<file path="config.mk">
export PLATFORM = sky130hd
export DESIGN_NAME = sync_fifo
export DESIGN_NICKNAME = d
export VERILOG_FILES = /design/src/rtl/sync_fifo_pkg.sv /design/src/rtl/sync_fifo_mem.sv /design/src/rtl/sync_fifo.sv
export SDC_FILE = /design/constraint.sdc
export NUM_CORES = 1
export LEC_CHECK = 0
export CORE_MARGIN = 2
export CORE_UTILIZATION = 50
export DETAILED_ROUTE_END_ITERATION = 10
export PLACE_DENSITY = 0.79
export SYNTH_ARGS = -nofsm -noshare
export SYNTH_HDL_FRONTEND = slang
export SYNTH_SLANG_ARGS = --single-unit
</file>
<file path="constraint.sdc">
create_clock -name clk -period 5.2 [get_ports clk]
set_input_delay 1.04 -clock clk [delete_from_list [all_inputs] [get_ports clk]]
set_output_delay 1.04 -clock clk [all_outputs]
set_load 0.005 [all_outputs]
</file>
<file path="src/rtl/sync_fifo_pkg.sv">
// Shared defaults for the single-clock FIFO.
// Latency: n/a (constants only).
// Backpressure: n/a.
package sync_fifo_pkg;

    // Default word width and entry count. The depth default must stay a power of two.
    localparam int unsigned SYNC_FIFO_DEF_WIDTH = 16;
    localparam int unsigned SYNC_FIFO_DEF_DEPTH = 8;

endpackage : sync_fifo_pkg

</file>
<file path="src/rtl/sync_fifo_mem.sv">
// Dual-port register array with one write port and one registered read port.
// Latency: rdata_o updates on the edge that samples re_i (1 cycle).
// Backpressure: none; the caller qualifies we_i/re_i with the full/empty state.
module sync_fifo_mem
    import sync_fifo_pkg::*;
#(
    parameter int unsigned Width = SYNC_FIFO_DEF_WIDTH,
    parameter int unsigned Depth = SYNC_FIFO_DEF_DEPTH,
    parameter int unsigned AW    = $clog2(Depth)
) (
    input  logic             clk,
    input  logic             rst,
    input  logic             we_i,
    input  logic [AW-1:0]    waddr_i,
    input  logic [Width-1:0] wdata_i,
    input  logic             re_i,
    input  logic [AW-1:0]    raddr_i,
    output logic [Width-1:0] rdata_o
);

    logic [Width-1:0] mem_q [Depth];
    logic [Width-1:0] rdata_q;

    // Storage is not reset; stale words are unreachable once the pointers clear.
    always_ff @(posedge clk) begin
        if (we_i) begin
            mem_q[waddr_i] <= wdata_i;
        end
    end

    // Read register holds its value unless a read is accepted; clears on reset.
    always_ff @(posedge clk) begin
        if (rst) begin
            rdata_q <= '0;
        end else if (re_i) begin
            rdata_q <= mem_q[raddr_i];
        end
    end

    assign rdata_o = rdata_q;

endmodule : sync_fifo_mem

</file>
<file path="src/rtl/sync_fifo.sv">
// Single-clock FIFO of Depth words, Width bits each, with full/empty flags.
// Latency: read data appears on d_out the cycle after the read is accepted; no write-to-read bypass.
// Backpressure: writes while full and reads while empty are silently dropped.
module sync_fifo
    import sync_fifo_pkg::*;
#(
    parameter int unsigned Width = SYNC_FIFO_DEF_WIDTH,
    parameter int unsigned Depth = SYNC_FIFO_DEF_DEPTH
) (
    input  logic             clk,
    input  logic             rst,
    input  logic             write_en,
    input  logic             read_en,
    input  logic [Width-1:0] d_in,
    output logic [Width-1:0] d_out,
    output logic             full,
    output logic             empty
);

    localparam int unsigned AW = $clog2(Depth);

    // Pointers carry one extra wrap bit so full and empty are distinguishable.
    logic [AW:0] wr_ptr_q, wr_ptr_d;
    logic [AW:0] rd_ptr_q, rd_ptr_d;
    logic        wr_acc;
    logic        rd_acc;

    // Flags come straight from the registered pointers, so they lag the causing edge by one cycle.
    always_comb begin
        empty = (wr_ptr_q == rd_ptr_q);
        full  = (wr_ptr_q[AW-1:0] == rd_ptr_q[AW-1:0]) && (wr_ptr_q[AW] != rd_ptr_q[AW]);
    end

    // Acceptance uses the pre-edge flags: a read does not free space for a same-cycle write.
    always_comb begin
        wr_acc   = write_en && !full;
        rd_acc   = read_en && !empty;
        wr_ptr_d = wr_ptr_q;
        rd_ptr_d = rd_ptr_q;
        if (wr_acc) begin
            wr_ptr_d = wr_ptr_q + (AW+1)'(1);
        end
        if (rd_acc) begin
            rd_ptr_d = rd_ptr_q + (AW+1)'(1);
        end
    end

    // Pointer registers; reset wins over any concurrent request.
    always_ff @(posedge clk) begin
        if (rst) begin
            wr_ptr_q <= '0;
            rd_ptr_q <= '0;
        end else begin
            wr_ptr_q <= wr_ptr_d;
            rd_ptr_q <= rd_ptr_d;
        end
    end

    sync_fifo_mem #(
        .Width (Width),
        .Depth (Depth),
        .AW    (AW)
    ) u_mem (
        .clk     (clk),
        .rst     (rst),
        .we_i    (wr_acc && !rst),
        .waddr_i (wr_ptr_q[AW-1:0]),
        .wdata_i (d_in),
        .re_i    (rd_acc && !rst),
        .raddr_i (rd_ptr_q[AW-1:0]),
        .rdata_o (d_out)
    );

endmodule : sync_fifo

</file>
==> results by group, run 1 <==
Outcome
  – Status: complete, but fails checks
  – Violated checks: design-rule violations

Clocking
  – Maximum root-to-sink buffer count: 2
  – Htree depth: 4
  – Post-CTS Resized: 0
  – Clk slew on worst S/H paths: 0.06 ns
  – Setup bufs post-CTS: 0
  – Clk_lat worst skew: 0.42 ns
  – CTS tree: yes
  – Sink Count: around 150
  – CTS buffer count: 17
  – CTS root buffer: clkbuf_16
  – CTS Hold Bufs: 0

Timing
  – Final Max Tran Viols: 0
  – Crit share post-route: 0.634
  – # setup viols final: 0
  – Final Hold Vio Count: 0
  – Rel. slew slack: 0.224
  – Tmin final: about 3.3 ns
  – Least-Margin Pin Slew: 1.15 ns
  – Setup total negative slack: 0 ns
  – Max Freq: approximately 0.30 GHz
  – Fin Clk Skew: around 0.0068 ns
  – Unrepaired setup endpoints after global routing: false

Critical path
  – Worst setup EP type: output pin
  – CP max FO: 10
  – Worst Setup Start Kind: flop
  – CP peak stage delay: 0.62 ns
  – Crit path DAT: 2.26 ns
  – Slowest stage cell, crit path: dfxtp_1
  – Worst Path Required: 4.16 ns
  – Crit-path cells: xor2_2 > or2_2 > nor3_1 > clkdlybuf4s50_1
  – Worst Setup Path Type: reg2out

Detailed routing
  – Wire length per cell: around 22 um
  – DR vias/cell: 5.71
  – Vias: 2,894
  – Remaining DRCs: 1
  – Iteration-0 DRC Markers: 203
  – Drt pass-1 iters: 7
  – Post-Route WL: between 10,000 and 15,000 um
  – Final ANT Viol Nets: 0

Worst hold path
  – Worst min-delay path class: reg2reg

Yosys
  – Synthesis-stage register bit count: 152
  – Synth area leader: edfxtp_1
  – Syn Area/Cell: 19.7 sq um
  – Cells after Synth: 303
  – Yosys top cell area share: 0.645
  – Cell area after synthesis: about 0.0060 sq mm
  – Synth warnings: 0
  – Post-synth top cells: edfxtp_1 (128), mux4_2 (32), dfxtp_1 (24), nor2_1 (24), mux2i_1 (18)
  – Post-synth ARST share: 0
  – Yosys cell types: 29
  – Post-synth EDFFs: 128
  – Most frequent cell after synthesis: edfxtp_1
  – Seq/Total Area, Yosys: 0.726
  – Most used DFF post-synth: edfxtp_1
  – Top cells by area, synth: edfxtp_1 (65%), mux4_2 (12%), dfxtp_1 (8.1%)
  – Syn_nets: 325

Power and ir drop
  – Clock power frac: 0.430
  – Switching portion of total power: 0.217
  – Power, Total: 3.19 mW
  – Pwr Density: 446 mW/mm^2
  – Combinational power share: 0.132
  – LEAKAGE: between 2 and 2.5 nW
  – Sw power: 694 uW
  – Worst vdd rail ir drop: 219 uV
  – Design internal power: 2.50 mW
  – Flop pwr share: 0.438

Die
  – Total core area: 0.0115 sq mm
  – Die Height: about 110 um
  – Initial Util: 0.517
  – IO Count: 38
  – Die area: 0.0128 sq mm
  – Std-Cell Rows: 39
  – Die Span X: 113 um

GRT
  – Vias in the first global route: 3,097
  – GRT overflow: 0
  – Gr usage total: 0.190
  – Largest net degree at the start of global routing: 37
  – First-pass GRT wire length: between 15,000 and 20,000 um
  – Initial antenna violation count: 0

Final layout
  – Area grow syn2layout: 20.2%
  – N_diodes: 0
  – Share of cells above drive strength 1: 0.286
  – Nets: 373

Placement
  – Final HPWL DP: 5970 um
  – PortBufs: 37
  – GP Congestion: 0.722

Run
  – Max cap viols: 0
## worst max-delay path: cells and delay by family, from the launching register on
kind / cells / cell delay (ns)
buffers and inverters: 1 / 0.53
AND/OR/NAND/NOR: 2 / 0.52
flip-flops: 1 / 0.62
XOR/XNOR: 1 / 0.18
## area by class of cell
type / count / area (sq um)
Clock inverter: 12 / 221
Fill cell: 788 / 4360
Timing Repair Buffer: 49 / 460
Multi-Input combinational cell: 128 / 1510
Inverter: 3 / 11.3
Sequential cell: 152 / 4330
Clock buffer: 20 / 447
Tap cell: 143 / 179
## cells by family (layout without fill, tap and decap cells)
group                      count (synthesis)  count (layout)  share of synthesized area
xor gates and xnor gates                   7               7                     0.0141
and+or+nand+nor                           43              43                     0.0334
buffers and inverters                     23              84                     0.0242
DFF                                      152             152                      0.726
adders and majority gates                  2               2                    0.00420
AOI/OAI and AO/OA                         26              26                     0.0468
muxes                                     50              50                      0.151
## stage by stage
step / std cells / area, sq um / hold slack, ns / utilization / setup slack (ns)
floorplan: 303 / 5960 / 0.495 / - / 1.67
global placement: 475 / 6490 / 0.516 / 0.564 / 1.85
detailed placement: 475 / 6490 / 0.523 / 0.564 / 1.78
CTS: 507 / 7160 / 0.538 / 0.622 / 1.90
global route: 507 / 7160 / 0.559 / 0.622 / 1.75
finish: 507 / 7160 / 0.536 / 0.622 / 1.90
## path summary, 6_finish.rpt
| path | start | end | slack, ns | depth (start not counted) |
|---|---|---|---|---|
| max | wr_ptr_q[0] | empty | 1.90 | 4 |
| min | u_mem.rdata_o[10] | u_mem.rdata_o[10] | 0.54 | 2 |
| max reg2reg | rd_ptr_q[2] | u_mem.mem_q[5][10] | 2.29 | 6 |
| min reg2reg | u_mem.rdata_o[10] | u_mem.rdata_o[10] | 0.54 | 2 |
## state kept, by name, summed over array words and instances, names as in the netlist
register / cells
wr_ptr_q: 4
rd_ptr_q: 4
u_mem.mem_q: 128
u_mem.rdata_o: 16
## power by group through the flow
stage / registers, mW / logic [mW] / clock network (mW)
final: 1.40 / 0.421 / 1.37
after global routing: 1.40 / 0.459 / 1.43
after CTS: 1.40 / 0.430 / 1.39
after detailed placement: 1.42 / 0.424 / 0
after global placement: 1.42 / 0.413 / 0
after floorplan: 1.42 / 0.305 / 0
## layer usage
metal / part of all wire / vias to the layer above / global-route usage
met5: 0 / - / 0
met4: 0.019 / 0 / 0.0764
met3: 0.049 / 19 / 0.0546
met2: 0.52 / 72 / 0.318
met1: 0.41 / 1496 / 0.236
li1: - / 1307 / -
## cell usage in the layout, fill, tap and decap left out, types with 3 or more instances in the layout
cell             Yosys  final
edfxtp_1           128    128
clkdlybuf4s50_1      0     37
mux4_2              32     32
nor2_1              24     24
dfxtp_1             24     23
mux2i_1             18     18
clkbuf_16            0     17
a211oi_2            16     16
buf_4                4     12
bufinv_16            0      6
nor4_2               0      4
a21oi_1              4      4
xor2_2               3      3
or2_2                3      3
nand2_1              3      3
inv_1                3      3
or3_1                3      3
clkinvlp_4           0      3
Note: power is estimated with default switching activity, not from simulation.
==> inputs of run 2 (changes only) <==
==> constraint.sdc (replaced) <==
create_clock -name clk -period 3.12 [get_ports clk]
set_input_delay 0.624 -clock clk [delete_from_list [all_inputs] [get_ports clk]]
set_output_delay 0.624 -clock clk [all_outputs]
set_load 0.005 [all_outputs]
==> run 2 against run 1 <==
Compared with the run above:
- non-clock buffer count is 9 higher
- critical path type unchanged
- final area is 0.35% higher
- combinational power rose by 70%
- flip-flop and latch count is the same
- final cell count rose by 1.8%
- first-iteration DRC count increased by 11%
- largest cell class unchanged
- total power is 62% higher
- via count rose by 4.9%
- the flow still finishes with violations (design-rule violations)
==> results by group, run 2 (synthesized netlist as in run 1, its figures left out) <==
Outcome
  – Status: complete, but fails checks
  – Violated checks: design-rule violations

Die
  – Die Span X: 113 um
  – Initial Util: 0.517
  – Total core area: 0.0115 sq mm
  – Die Height: 113 um
  – Die area: ~0.013 sq mm
  – IO Count: 38
  – Std-Cell Rows: 39

Critical path
  – Worst Setup Path Type: reg2out
  – CP max FO: 10
  – Worst Path Required: 2.50 ns
  – Worst setup EP type: output pin
  – Worst Setup Start Kind: flop
  – Crit path DAT: 2.26 ns

Timing
  – Rel. slew slack: 0.532
  – Setup WS post-layout: 0.241 ns
  – Tmin final: 2.88 ns
  – Setup total negative slack: 0 ns
  – Crit share post-route: 0.923
  – Unrepaired setup endpoints after global routing: false
  – Final Max Tran Viols: 0
  – Worst Hold Slack: around 0.53 ns
  – Fin Clk Skew: a little under 0.007 ns
  – Final Hold Vio Count: 0
  – Least-Margin Pin Slew: ~0.70 ns
  – # setup viols final: 0
  – Max Freq: 0.347 GHz

Final layout
  – N_diodes: 0
  – Most flops, register: u_mem.mem_q
  – Nets: approximately 380
  – Most frequent cells in the layout: edfxtp_1 (128), clkdlybuf4s50_1 (37), mux4_2 (32)
  – Fillcell total: 802
  – Share of cells above drive strength 1: 0.306
  – Final Non-Filler Cells: ~520
  – Area grow syn2layout: 20.6%
  – Commonest non-fill, non-tap cell in the layout: edfxtp_1
  – Max reg flops: 128

Clocking
  – Post-CTS Resized: 0
  – Maximum root-to-sink buffer count: 2
  – Htree depth: 4
  – CTS root buffer: clkbuf_16
  – CTS Hold Bufs: 0
  – CTS buffer count: 17
  – Sink Count: 152
  – CTS tree: yes
  – Setup bufs post-CTS: 0
  – Clk_lat worst skew: 0.41 ns
  – Clk slew on worst S/H paths: approximately 0.06 ns

GRT
  – Vias in the first global route: 3,236
  – Largest net degree at the start of global routing: 36
  – GRT overflow: 0
  – Initial antenna violation count: 0
  – Gr usage total: 0.191
  – First-pass GRT wire length: 17,800 um

Detailed routing
  – Iteration-0 DRC Markers: roughly 230
  – Wire length per cell: about 22 um
  – DR vias/cell: roughly 5.9
  – Drt pass-1 iters: 7
  – Remaining DRCs: 1
  – Post-Route WL: 11,400 um
  – Final ANT Viol Nets: 0
  – Vias: 3,036

Worst hold path
  – Worst min-delay path class: reg2reg

Placement
  – Placed insts: 484
  – Worst slack, placed: 0.691 ns
  – Final HPWL DP: ~6400 um
  – PortBufs: 37
  – GP Congestion: 0.784

Run
  – Max cap viols: 0

Power and ir drop
  – Pwr Density: approximately 720 mW/mm^2
  – Power, Total: 5.18 mW
  – LEAKAGE: 2.28 nW
  – Worst vdd rail ir drop: 351 uV
[run 2: layout make-up]
class | count | area, sq um | share of cell area
Clock buffer | 17 | 425 | 0.0592
Multi-Input combinational cell | 128 | 1510 | 0.211
Sequential cell | 152 | 4330 | 0.602
Tap cell | 143 | 179 | 0.0249
Clock inverter | 15 | 200 | 0.0279
Timing Repair Buffer | 58 | 528 | 0.0735
Inverter | 3 | 11.3 | 0.00157
[run 2: worst paths after layout]
| check | from | endpoint | slack (ns) | depth (start not counted) |
|---|---|---|---|---|
| min reg2reg | u_mem.rdata_o[11] | u_mem.rdata_o[11] | 0.53 | 2 |
| min | u_mem.rdata_o[11] | u_mem.rdata_o[11] | 0.53 | 2 |
| max reg2reg | wr_ptr_q[0] | u_mem.mem_q[7][2] | 0.87 | 6 |
| max | wr_ptr_q[0] | empty | 0.24 | 4 |
[run 2: critical path, cell delays in order, from the launching register on]
cell             delay (ns)
dfxtp_1                0.63
xor2_2                 0.18
or2_2                  0.32
nor3_1                 0.19
clkdlybuf4s50_1        0.53
[run 2: where the power goes]
| part | switching, mW | internal (mW) | total [mW] |
|---|---|---|---|
| combinational | 0.348 | 0.367 | 0.716 |
| sequential | 0.0477 | 2.28 | 2.33 |
| clock | 0.796 | 1.34 | 2.14 |
[run 2: per-layer routing]
layer | global-route usage | up-vias | part of all wire
met5 | 0 | - | 0
met4 | 0.0829 | 0 | 0.018
met3 | 0.0428 | 17 | 0.044
met2 | 0.317 | 104 | 0.53
met1 | 0.244 | 1589 | 0.41
li1 | - | 1326 | -
[run 2: per-stage QoR]
stage          instance area (sq um)  utilization
2_1_floorplan                   5960            -
3_3_place_gp                    6560        0.569
3_5_place_dp                    6560        0.569
4_1_cts                         7180        0.624
5_1_grt                         7180        0.624
6_report                        7180        0.624
==> inputs of run 3 (changes only) <==
--- a/config.mk
+++ b/config.mk
@@ -9,6 +9,7 @@
 export CORE_UTILIZATION = 50
 export DETAILED_ROUTE_END_ITERATION = 10
 export PLACE_DENSITY = 0.79
+export RECOVER_POWER = 100
 export SYNTH_ARGS = -nofsm -noshare
 export SYNTH_HDL_FRONTEND = slang
 export SYNTH_SLANG_ARGS = --single-unit
==> run 3 against run 2 <==
Compared with the run above:
- the run still ends with design-rule violations left
- sequential power about the same
- core utilization shrank 1.1 points
- clock-buffer cell count is the same
- register-to-register slack worse by 0.41 ns
- final cell count is the same
- wire length fell by 0.14%
- sequential share of layout area is 1.0 points higher
- fmax is 1.2% higher
- total power decreased by 0.85%
- first-iteration DRC count decreased by 10%
- clock skew rose by 0.0017 ns
- combinational power decreased by 6.3%
- critical path type unchanged
- largest cell class unchanged
- largest power group unchanged
- highest routed layer unchanged
==> results by group, run 3 (synthesized netlist as in run 1, its figures left out) <==
Timing
  – Setup total negative slack: 0 ns
  – Unrepaired setup endpoints after global routing: false
  – Final Hold Vio Count: 0
  – Crit share post-route: 0.912
  – # setup viols final: 0
  – Tmin final: 2.84 ns
  – Fin Clk Skew: 0.00861 ns
  – Max Freq: 0.352 GHz
  – Least-Margin Pin Slew: 1.40 ns
  – Rel. slew slack: 0.0675
  – Final Max Tran Viols: 0

Power and ir drop
  – Pwr Density: 728 mW/mm^2
  – Power, Total: around 5.1 mW
  – Worst vdd rail ir drop: ~350 uV
  – LEAKAGE: around 2.3 nW

Detailed routing
  – Remaining DRCs: 1
  – Post-Route WL: 11,400 um
  – Iteration-0 DRC Markers: 203
  – DR vias/cell: 5.94
  – Wire length per cell: 22.1 um
  – Final ANT Viol Nets: 0
  – Vias: around 3,100
  – Drt pass-1 iters: 8

Die
  – Die area: 0.0128 sq mm
  – Std-Cell Rows: 39
  – IO Count: 38
  – Total core area: ~0.012 sq mm
  – Initial Util: 0.517
  – Die Span X: 113 um
  – Die Height: ~110 um

Final layout
  – Final instance area: between 0.007 and 0.008 sq mm
  – Commonest non-fill, non-tap cell in the layout: edfxtp_1
  – N_diodes: 0
  – Fillcell total: about 830
  – Most frequent cells in the layout: edfxtp_1 (128), dlygate4sd3_1 (34), mux4_2 (32)
  – Max reg flops: 128
  – Share of cells above drive strength 1: 0.241
  – Nets: ~380
  – Most flops, register: u_mem.mem_q
  – Area grow syn2layout: 18.5%

Clocking
  – Clk slew on worst S/H paths: 0.06 ns
  – Sink Count: roughly 150
  – Htree depth: 4
  – CTS Hold Bufs: 0
  – Maximum root-to-sink buffer count: 2
  – CTS buffer count: 17
  – Clk_lat worst skew: 0.41 ns
  – CTS tree: yes
  – CTS root buffer: clkbuf_16
  – Setup bufs post-CTS: 0
  – Post-CTS Resized: 0

Critical path
  – FF-to-FF End: u_mem.mem_q[2][5]
  – R2r setup slk: between 0.4 and 0.5 ns
  – CP max FO: 10
  – Worst Path Required: 2.50 ns
  – Worst Setup Path Type: reg2out
  – Worst Setup Start Kind: flop
  – Worst setup EP type: output pin
  – FF-to-FF path depth: 5
  – Crit path DAT: ~2.2 ns
  – Critical R2R Launch: wr_ptr_q[0]

Placement
  – GP Congestion: 0.784
  – DP Area: 0.00656 sq mm
  – Final HPWL DP: around 6400 um
  – PortBufs: 37

GRT
  – First-pass GRT wire length: ~18,000 um
  – Largest net degree at the start of global routing: 36
  – Initial antenna violation count: 0
  – Vias in the first global route: 3,236
  – Gr usage total: 0.191
  – GRT overflow: 0

Run
  – Max cap viols: 0

Worst hold path
  – Hold path start: u_mem.rdata_o[12]
  – Worst min-delay path class: reg2reg
  – Hold-critical path endpoint: u_mem.rdata_o[12]
  – WHS Path Cells: 2

Outcome
  – Violated checks: design-rule violations
  – Status: complete, but fails checks
## run 3: worst max path at each step
stage	startpoint	endpoint	slack (ns)	cells after the start
final	wr_ptr_q[0]	empty	0.28	4
after global routing	wr_ptr_q[0]	empty	0.11	4
after CTS	wr_ptr_q[0]	empty	0.24	4
after detailed placement	wr_ptr_q[0]	empty	0.69	4
after global placement	wr_ptr_q[0]	full	0.75	4
after floorplan	rst	u_mem.mem_q[0][0]	0.001	3
## run 3: worst max-delay path: stages (launching register included)
cell,delay [ns]
dfxtp_1,0.53
xor2_1,0.19
or2_2,0.32
nor3_1,0.18
dlygate4sd3_1,0.59
## run 3: metal layers
layer / share of wire / vias up / wire [um] / GRT usage
met5: 0 / - / 0 / 0
met4: 0.020 / 0 / 225 / 0.0829
met3: 0.039 / 22 / 445 / 0.0428
met2: 0.52 / 111 / 5930 / 0.317
met1: 0.42 / 1597 / 4790 / 0.244
li1: - / 1334 / - / -
## run 3: where the power goes
part / switching, mW / internal [mW] / leakage (nW)
clock: 0.803 / 1.34 / 0.303
sequential: 0.0422 / 2.28 / 1.35
combinational: 0.337 / 0.334 / 0.611
## run 3: final cells by class
| class | instances | area, sq um | area share |
|---|---|---|---|
| clock inverters | 15 | 200 | 0.0284 |
| flip-flops and latches | 152 | 4320 | 0.613 |
| inverters | 3 | 11.3 | 0.00160 |
| multi-input cells | 128 | 1450 | 0.205 |
| repair buffers | 58 | 470 | 0.0666 |
| clock buffers | 17 | 425 | 0.0603 |
| well taps | 143 | 179 | 0.0253 |
## run 3: per-stage QoR
step | worst slack [ns] | hold WS [ns] | std cells | utilization
floorplan | 0.00127 | 0.495 | 303 | -
global placement | 0.746 | 0.509 | 484 | 0.569
detailed placement | 0.691 | 0.523 | 484 | 0.569
CTS | 0.238 | 0.538 | 516 | 0.624
global route | 0.109 | 0.539 | 516 | 0.613
finish | 0.276 | 0.509 | 516 | 0.613
